[config.mk]
export PLATFORM = sky130hd
export DESIGN_NAME = dtw_top
export DESIGN_NICKNAME = d
export VERILOG_FILES = /design/src/rtl/dtw_top.sv
export SDC_FILE = /design/constraint.sdc
export NUM_CORES = 2
export LEC_CHECK = 0
export CAP_MARGIN = 20
export CORE_MARGIN = 4
export CORE_UTILIZATION = 55
export DETAILED_ROUTE_END_ITERATION = 10
export PLACE_DENSITY = 0.72
export SETUP_SLACK_MARGIN = 0.1
export SYNTH_ARGS = -nofsm -noshare
export SYNTH_HDL_FRONTEND = slang
export SYNTH_SLANG_ARGS = --single-unit
[constraint.sdc]
create_clock -name clk -period 11.4 [get_ports clk]
set_input_delay 1.14 -clock clk [delete_from_list [all_inputs] [get_ports clk]]
set_output_delay 1.14 -clock clk [all_outputs]
set_load 0.01 [all_outputs]
[src/rtl/dtw_top.sv]
// DTW accelerator: loads a 20-sample query, fetches the template from SRAM, writes the full cost matrix back.
// One read + one write per cell below row 0 (3 cycles/cell); dtw_valid is only honoured in IDLE.
module dtw_top #(
   parameter int N      = 20,
   parameter int DW     = 32,
   parameter int AW     = 10,
   parameter int T_BASE = 0,
   parameter int D_BASE = 20
) (
   input  logic          clk,
   input  logic          nrst,
   output logic [AW-1:0] mem_addr,
   input  logic [DW-1:0] mem_rdata,
   output logic [DW-1:0] mem_wdata,
   output logic          mem_data_ena,
   output logic          mem_wr,
   output logic          mem_cs,
   input  logic [DW-1:0] dtw_in,
   input  logic          dtw_valid,
   output logic          dtw_ready
);

   localparam int IW = $clog2(N);
   localparam logic [IW-1:0] LAST = IW'(N - 1);

   typedef enum logic [1:0] {IDLE, FETCH, COMPUTE, DONE} state_t;

   state_t        state;
   logic [1:0]    phase;
   logic [IW-1:0] cnt;
   logic [IW-1:0] row;
   logic [IW-1:0] col;
   logic [AW-1:0] waddr;
   logic [DW-1:0] r_mem [N];
   logic [DW-1:0] t_mem [N];
   logic [DW-1:0] left_dat;
   logic [DW-1:0] diag_dat;

   logic [DW-1:0] r_cur;
   logic [DW-1:0] t_cur;
   logic [DW-1:0] d_abs;
   logic [DW-1:0] best;
   logic [DW-1:0] cost;

   // mem_rdata holds D[row-1][col] during the write phase of rows > 0
   always_comb begin
      r_cur = r_mem[row];
      t_cur = t_mem[col];
      d_abs = (r_cur >= t_cur) ? (r_cur - t_cur) : (t_cur - r_cur);
      best  = mem_rdata;
      if (left_dat < best) best = left_dat;
      if (diag_dat < best) best = diag_dat;
      if (row == '0 && col == '0) cost = d_abs;
      else if (row == '0)         cost = d_abs + left_dat;
      else if (col == '0)         cost = d_abs + mem_rdata;
      else                        cost = d_abs + best;
   end

   always_ff @(posedge clk) begin
      if (nrst) begin
         state        <= IDLE;
         phase        <= '0;
         cnt          <= '0;
         row          <= '0;
         col          <= '0;
         waddr        <= '0;
         mem_cs       <= 1'b1;
         mem_wr       <= 1'b0;
         mem_addr     <= '0;
         mem_wdata    <= '0;
         mem_data_ena <= 1'b0;
         dtw_ready    <= 1'b0;
      end else begin
         mem_cs       <= 1'b1;
         mem_wr       <= 1'b0;
         mem_data_ena <= 1'b0;
         case (state)
            IDLE: begin
               if (dtw_valid) begin
                  r_mem[cnt] <= dtw_in;
                  dtw_ready  <= 1'b0;
                  if (cnt == LAST) begin
                     cnt   <= '0;
                     phase <= '0;
                     state <= FETCH;
                  end else begin
                     cnt <= cnt + 1'b1;
                  end
               end
            end
            FETCH: begin
               case (phase)
                  2'd0: begin
                     mem_cs   <= 1'b0;
                     mem_addr <= AW'(T_BASE) + AW'(cnt);
                     phase    <= 2'd1;
                  end
                  2'd1: phase <= 2'd2;
                  default: begin
                     t_mem[cnt] <= mem_rdata;
                     phase      <= 2'd0;
                     if (cnt == LAST) begin
                        cnt   <= '0;
                        row   <= '0;
                        col   <= '0;
                        waddr <= AW'(D_BASE);
                        state <= COMPUTE;
                     end else begin
                        cnt <= cnt + 1'b1;
                     end
                  end
               endcase
            end
            COMPUTE: begin
               if (phase == 2'd0 && row != '0) begin
                  mem_cs   <= 1'b0;
                  mem_addr <= waddr - AW'(N);
                  phase    <= 2'd1;
               end else if (phase == 2'd1) begin
                  phase <= 2'd2;
               end else begin
                  // the cell just read as "up" becomes "diag" for the next column
                  mem_cs       <= 1'b0;
                  mem_wr       <= 1'b1;
                  mem_data_ena <= 1'b1;
                  mem_addr     <= waddr;
                  mem_wdata    <= cost;
                  left_dat     <= cost;
                  diag_dat     <= mem_rdata;
                  waddr        <= waddr + 1'b1;
                  phase        <= 2'd0;
                  if (col == LAST) begin
                     col <= '0;
                     if (row == LAST) state <= DONE;
                     else             row   <= row + 1'b1;
                  end else begin
                     col <= col + 1'b1;
                  end
               end
            end
            DONE: begin
               dtw_ready <= 1'b1;
               state     <= IDLE;
            end
            default: state <= IDLE;
         endcase
      end
   end

endmodule

Yosys cells after proc, flatten, opt, wreduce, memory -nomap -nowiden --
Memory sizes are Yosys's and may differ from the RTL's. A register that Yosys moved wholly into a read port is not among the register bits. Index checks and enable logic that the tools add are counted.
Word-level totals: bits in registers 138, memory bits (writable) 1280, input bits 67, output and inout bits 46, logic and storage cells 136, memories 2
Cells by class: $add $sub $neg 10, magnitude comparators 3, equality and inequality tests 18, mux-type cells 64, bitwise logic cells 4, reductions and logical operators 22
Memory list:
- r_mem | words 20, width 32, rd ports 1, clocked after Yosys merged registers in 1, wr ports 1, line 34 | logic [DW-1:0] r_mem [N];
- t_mem | words 20, width 32, rd ports 1, clocked after Yosys merged registers in 1, wr ports 1, line 35 | logic [DW-1:0] t_mem [N];
Operators by type and width (number):
- $mux 32 | 6
- $add 32x32->32 | 3
- $mux 5 | 16
- $mux 10 | 7
- $lt 32x32->1 | 2
- $sub 32x32->32 | 2
- $pmux 10 s2 | 2
- $ge 32x32->1 | 1
- $pmux 5 s2 | 3
- $mux 2 | 12
- $ne 2x2->1 const B | 10
- $add 5x1->5 const B | 3
- $eq 5x5->1 const B | 3
- $mux 1 | 13
- $reduce_and 3->1 | 4
- $add 10x1->10 const B | 1
- $logic_not 5->1 | 2
- $sub 10x5->10 const B | 1
- $pmux 2 s4 | 1
- $reduce_and 8->1 | 1
- $reduce_and 7->1 | 1
- $pmux 2 s3 | 1
- $reduce_bool 2->1 | 3
- $reduce_and 5->1 | 1
- 14 further kinds | 22

Depth between registers and ports, before layout --
depth in word-level cells 8, depth in mapped cells 34

Worst setup path after synthesis --
OpenSTA, ideal clock, no wires.
kind input-to-reg, from input mem_rdata[11], to register mem_wdata[31], library setup time 74 ps, data arrival time 7747 ps, data required time 11326 ps, setup slack 3579 ps, stages 31, cell sequence inv_1 > ha_1 > a21oi_1 > a31oi_1 > a211oi_1 > o31ai_1 > a31oi_2 > clkbuf_1 > mux2i_1 > ha_1 > a2111oi_0 > nand2_1 > mux2_2 > a21oi_2 > clkbuf_1 > mux2i_1 > nand2_1 > a31oi_1 > ha_1 > clkbuf_1 > nand4_1 > a211oi_1 > a22oi_1 > o22a_1 > a211oi_1 > o21bai_1 > a21oi_1 > o22ai_1 > o2111a_1 > or4_1 > a31oi_1
Between the ends: longest elaborated chain between the ends 8, elaborated cells between the ends (all ways) 9
Ends and longest elaborated chain:
- from (decl) | line 13 | input logic [DW-1:0] mem_rdata,
- $lt 32x32->1 | line 51 | if (left_dat < best) best = left_dat;
- $mux 32 | line 51
- $lt 32x32->1 | line 52 | if (diag_dat < best) best = diag_dat;
- $mux 32 | line 52
- $add 32x32->32 | line 56 | else cost = d_abs + best;
- $mux 32 * | line 55 | else if (col == '0) cost = d_abs + mem_rdata;
- $mux 32 * | line 54 | else if (row == '0) cost = d_abs + left_dat;
- $mux 32 * | line 53 | if (row == '0 && col == '0) cost = d_abs;
- to (signal assigned) | line 127 | mem_wdata <= cost;
- to (decl) | line 14 | output logic [DW-1:0] mem_wdata,
Every way passes the cells marked *; elsewhere a longest branch is shown, timed or not. A chain may end at the register's enable or synchronous reset.

==> PnR_summary.wiki <==
{| class="wikitable"
! Metric !! Value
|-
| Status || complete, no violations
|-
| Post-cts sizing count || 0
|-
| Top delay family on crit path || compound AO/OA/AOI/OAI gates
|-
| Hold Buf Count CTS || 0
|-
| Global routing usage summed across all routing layers || 27.7%
|-
| Mux contribution to synthesized area || about 16%
|-
| DRC errors left || 0
|-
| Endpoint of the most critical setup path || mem_wdata[31]
|-
| Net total in the final layout || around 4100
|-
| Synthesized area divided by synthesized cell count || 17.1 um^2
|-
| WL final || about 160000 um
|-
| R2R depth || 27
|-
| Total nets after synthesis || 3880
|-
| Starting utilization of the core area || 55.3%
|-
| Final Hold Violating Endpoints || 0
|-
| Adder-cell share of the synthesized area || 3.54%
|-
| Die height || between 300 and 400 um
|-
| Met2 layer usage reported by global route || 45.4%
|-
| Worst Path Class, Setup || flop to flop
|-
| Startpoint kind of the worst setup timing path || flop
|-
| Fraction of registers with async set or reset after synthesis || 0%
|-
| RePlAce Congestion || 0.939
|-
| Critical Path Max Stage Delay || between 0.9 and 1 ns
|-
| Max Transition Viols Final || 0
|-
| Busiest grt layer || met2
|-
| Total congestion overflow || 0
|-
| Count of mapped cells out of synthesis || around 3600
|-
| Worst Path Required || approximately 12 ns
|-
| Max cap viols || 0
|-
| Synth Area in Compound Gates || between 4 and 5%
|-
| Clock insertion delay at the later pin of the skew report || 0.78 ns
|-
| Share of layout cells above drive strength 1 || between 20% and 30%
|-
| Leading cell types in the layout, fill and taps excluded || sky130_fd_sc_hd__edfxtp_1, sky130_fd_sc_hd__mux4_2, sky130_fd_sc_hd__nand2_1, sky130_fd_sc_hd__nor2_1, sky130_fd_sc_hd__ha_1
|-
| Maximum number of pins on one net before global-route repair || between 60 and 70
|-
| Data arrival time of the critical path || 10.28 ns
|-
| Vias after detailed routing || approximately 35000
|-
| Met3 track utilization from global routing || about 4.9%
|-
| Layout-stage area growth over the synthesis result || 13.2%
|-
| Quantity of I/O buffers inserted on ports || about 110
|-
| Clock tree from TritonCTS || built
|-
| Post-detailed-placement half-perimeter wirelength || slightly below 100000 um
|-
| Core region area || between 100000 and 150000 um^2
|-
| VDD IR max || around 0.00015 V
|-
| Syn Std Cell Area || ~62000 um^2
|-
| TritonCTS Buffers || 145
|-
| Register area share after synthesis || 67.7%
|-
| Most frequent standard cell in the layout excluding fill and tap cells || sky130_fd_sc_hd__edfxtp_1
|-
| Number of flops mapped to enable cells by yosys || around 1300
|-
| Number of library cell types mapped by synthesis || 80
|-
| Die Outline Area || 118000 um^2
|-
| Clock input transition at the sequential cells of the worst setup and hold paths || approximately 0.06 ns
|-
| Final design utilization || a little over three fifths
|-
| Unrepaired setup endpoints after global routing || false
|-
| Timing-limited maximum frequency || between 100 and 150 MHz
|-
| Rel. slew slack || between 20% and 30%
|-
| Aggregate negative setup slack || 0 ns
|-
| Setup Skew || between 0.03 and 0.04 ns
|-
| Xor-xnor portion of the synthesized cell area || under 10%
|-
| Bufs on Longest Clock Path || 3
|-
| Largest family of logic cells by synthesized area || multiplexers
|-
| Clock period minus worst slack || approximately 9.6 ns
|-
| Final setup violation count || 0
|-
| Vias/cell || about 6.3
|-
| Antenna violations before repair || 7
|-
| Final clock period utilization by the worst path || about 84%
|-
| Critical Path Fanout Max || 39
|-
| Library cell used as clock root buffer || sky130_fd_sc_hd__clkbuf_16
|-
| Synth Register Bits || between 1000 and 1500
|-
| Number of cells on the critical path || 27
|-
| Number of clock sinks || 1428
|-
| Initial detailed-routing violation count || 3735
|-
| Width of the die || 344 um
|-
| Synthesis Warnings || 0
|-
| Wire length of the first global-routing pass || 237000 um
|-
| Reg2Reg Setup Slack || 1.81 ns
|-
| Worst Path Buf+Inv || 3
|-
| Number of iterations in the first detailed-routing pass || 5
|-
| Cell at the slowest stage of the critical path || sky130_fd_sc_hd__dfxtp_4
|-
| Met1 Usage GRT || around two fifths
|-
| Number of top-level pins || roughly 110
|-
| Dominant register cell in the synthesized netlist || sky130_fd_sc_hd__edfxtp_1
|-
| # fillers || ~8000
|-
| Routed wire per std cell || just under 30 um
|-
| Crit end category || flop
|-
| Share of synthesized cell area in and, or, nand and nor gates || approximately 4.3%
|-
| # H-tree levels || 4
|-
| Leakage power figure || 0.0230 uW
|-
| Power per cell area || 179 nW/um^2
|-
| Setup Fix Bufs, Post-CTS || 0
|-
| Worst Tran Pin Value || roughly 1.1 ns
|-
| Site row count || roughly 120
|-
| Worst min-delay path category || flop to flop
|-
| Origin of the worst min-delay path || mem_addr[8]
|-
| Worst R2R End || mem_wdata[31]
|-
| Hold-critical path depth || 2
|-
| Number of global-route vias before repair || about 35000
|-
| Routed Antenna Nets || 0
|}
Yosys cell counts, drive strengths merged, types with 3 or more instances:
| master | number | share of area (%) |
|---|---|---|
| mux2i | 142 | 2.3 |
| o22ai | 3 | 0.030 |
| nand3 | 27 | 0.22 |
| nand4 | 31 | 0.31 |
| xnor2 | 50 | 0.70 |
| and3 | 8 | 0.081 |
| o2111a | 3 | 0.054 |
| o21bai | 25 | 0.30 |
| a31oi | 43 | 0.44 |
| o21ai | 90 | 0.72 |
| nand3b | 4 | 0.048 |
| nor2 | 212 | 1.3 |
| buf | 53 | 0.36 |
| or2 | 9 | 0.091 |
| clkbuf | 122 | 0.74 |
| nand2 | 200 | 1.2 |
| and4 | 4 | 0.056 |
| a21o | 38 | 0.46 |
| o31a | 4 | 0.056 |
| fa | 3 | 0.097 |
| xor2 | 22 | 0.31 |
| o31ai | 13 | 0.16 |
| a21boi | 9 | 0.11 |
| mux4 | 384 | 14 |
| o21ba | 4 | 0.064 |
| o21a | 18 | 0.22 |
| nand2b | 13 | 0.13 |
| or3 | 11 | 0.11 |
| nor3 | 36 | 0.29 |
| mux2 | 12 | 0.22 |
| a211oi | 25 | 0.30 |
| a221oi | 5 | 0.070 |
| dfxtp | 84 | 2.7 |
| edfxtp | 1344 | 65 |
| a2111oi | 4 | 0.056 |
| nor4 | 6 | 0.070 |
| a41oi | 4 | 0.056 |
| a21oi | 161 | 1.3 |
| nor2b | 12 | 0.12 |
| o211ai | 13 | 0.16 |
| and2 | 9 | 0.091 |
| a22oi | 3 | 0.036 |
| inv | 170 | 1.0 |
| ha | 171 | 3.4 |
cell type report:
type / count / area, um^2 / area share, %
flip-flops and latches: 1428 / 42100 / 59.8
multi-input cells: 1866 / 19100 / 27.2
clock buffers: 176 / 3800 / 5.40
repair buffers: 229 / 2070 / 2.94
well taps: 1500 / 1880 / 2.67
clock inverters: 90 / 781 / 1.11
inverters: 170 / 638 / 0.907
diodes: 5 / 12.5 / 0.0178
cells by family (layout without fill, tap and decap cells):
family                     after synthesis  after routing
DFF                                   1428           1428
and+or+nand+nor                        592            592
muxes                                  538            538
AOI/OAI and AO/OA                      490            490
buffers and inverters                  345            665
adders and majority gates              174            174
xor gates and xnor gates                72             72
other                                    0              5
sequential cells by signal, indices dropped and copies added, names as in the netlist, named ones only:
register	cells
r_mem	640
t_mem	640
diag_dat	32
left_dat	32
mem_wdata	32
mem_addr	10
waddr	10
cnt	5
col	5
row	5
phase	2
state	2
dtw_ready	1
mem_cs	1
mem_wr	1
stage by stage:
step                      std cells  instance area (um^2)  total power (uW)  worst slack (ns)  hold WS (ns)
after floorplan                3639                 62100              7400              3.58         0.479
after global placement         5193                 65700              8060              1.58         0.471
after detailed placement       5193                 65700              8060              1.39         0.477
after CTS                      5459                 70300             12600              1.93         0.494
after global routing           5459                 70300             13100              1.26         0.525
final                          5464                 70300             12600              1.81         0.492
where the power goes:
part,switching [uW],internal (uW),total (uW)
Clock,2030,2540,4570
Sequential,45.8,5810,5850
Combinational,1310,833,2150
worst min-delay path by stage:
stage / end / slack, ns
final: mem_addr[8] / 0.49
after global routing: mem_addr[8] / 0.52
after CTS: mem_addr[3] / 0.49
after detailed placement: mem_addr[3] / 0.48
after global placement: mem_addr[9] / 0.47
after floorplan: phase[0] / 0.48
per-layer routing:
| metal | up-vias | share of wire [%] |
|---|---|---|
| li1 | 14800 | - |
| met5 | - | 0 |
| met2 | 1596 | 49 |
| met4 | 0 | 3.0 |
| met1 | 18000 | 40 |
| met3 | 244 | 8.1 |
worst min-delay path, cell delays in order (launching register included):
cell	delay (ns)
sky130_fd_sc_hd__dfxtp_1	0.33
sky130_fd_sc_hd__a21oi_1	0.06
sky130_fd_sc_hd__nor2_1	0.07
No activity file was read; power rests on OpenSTA's default activity.
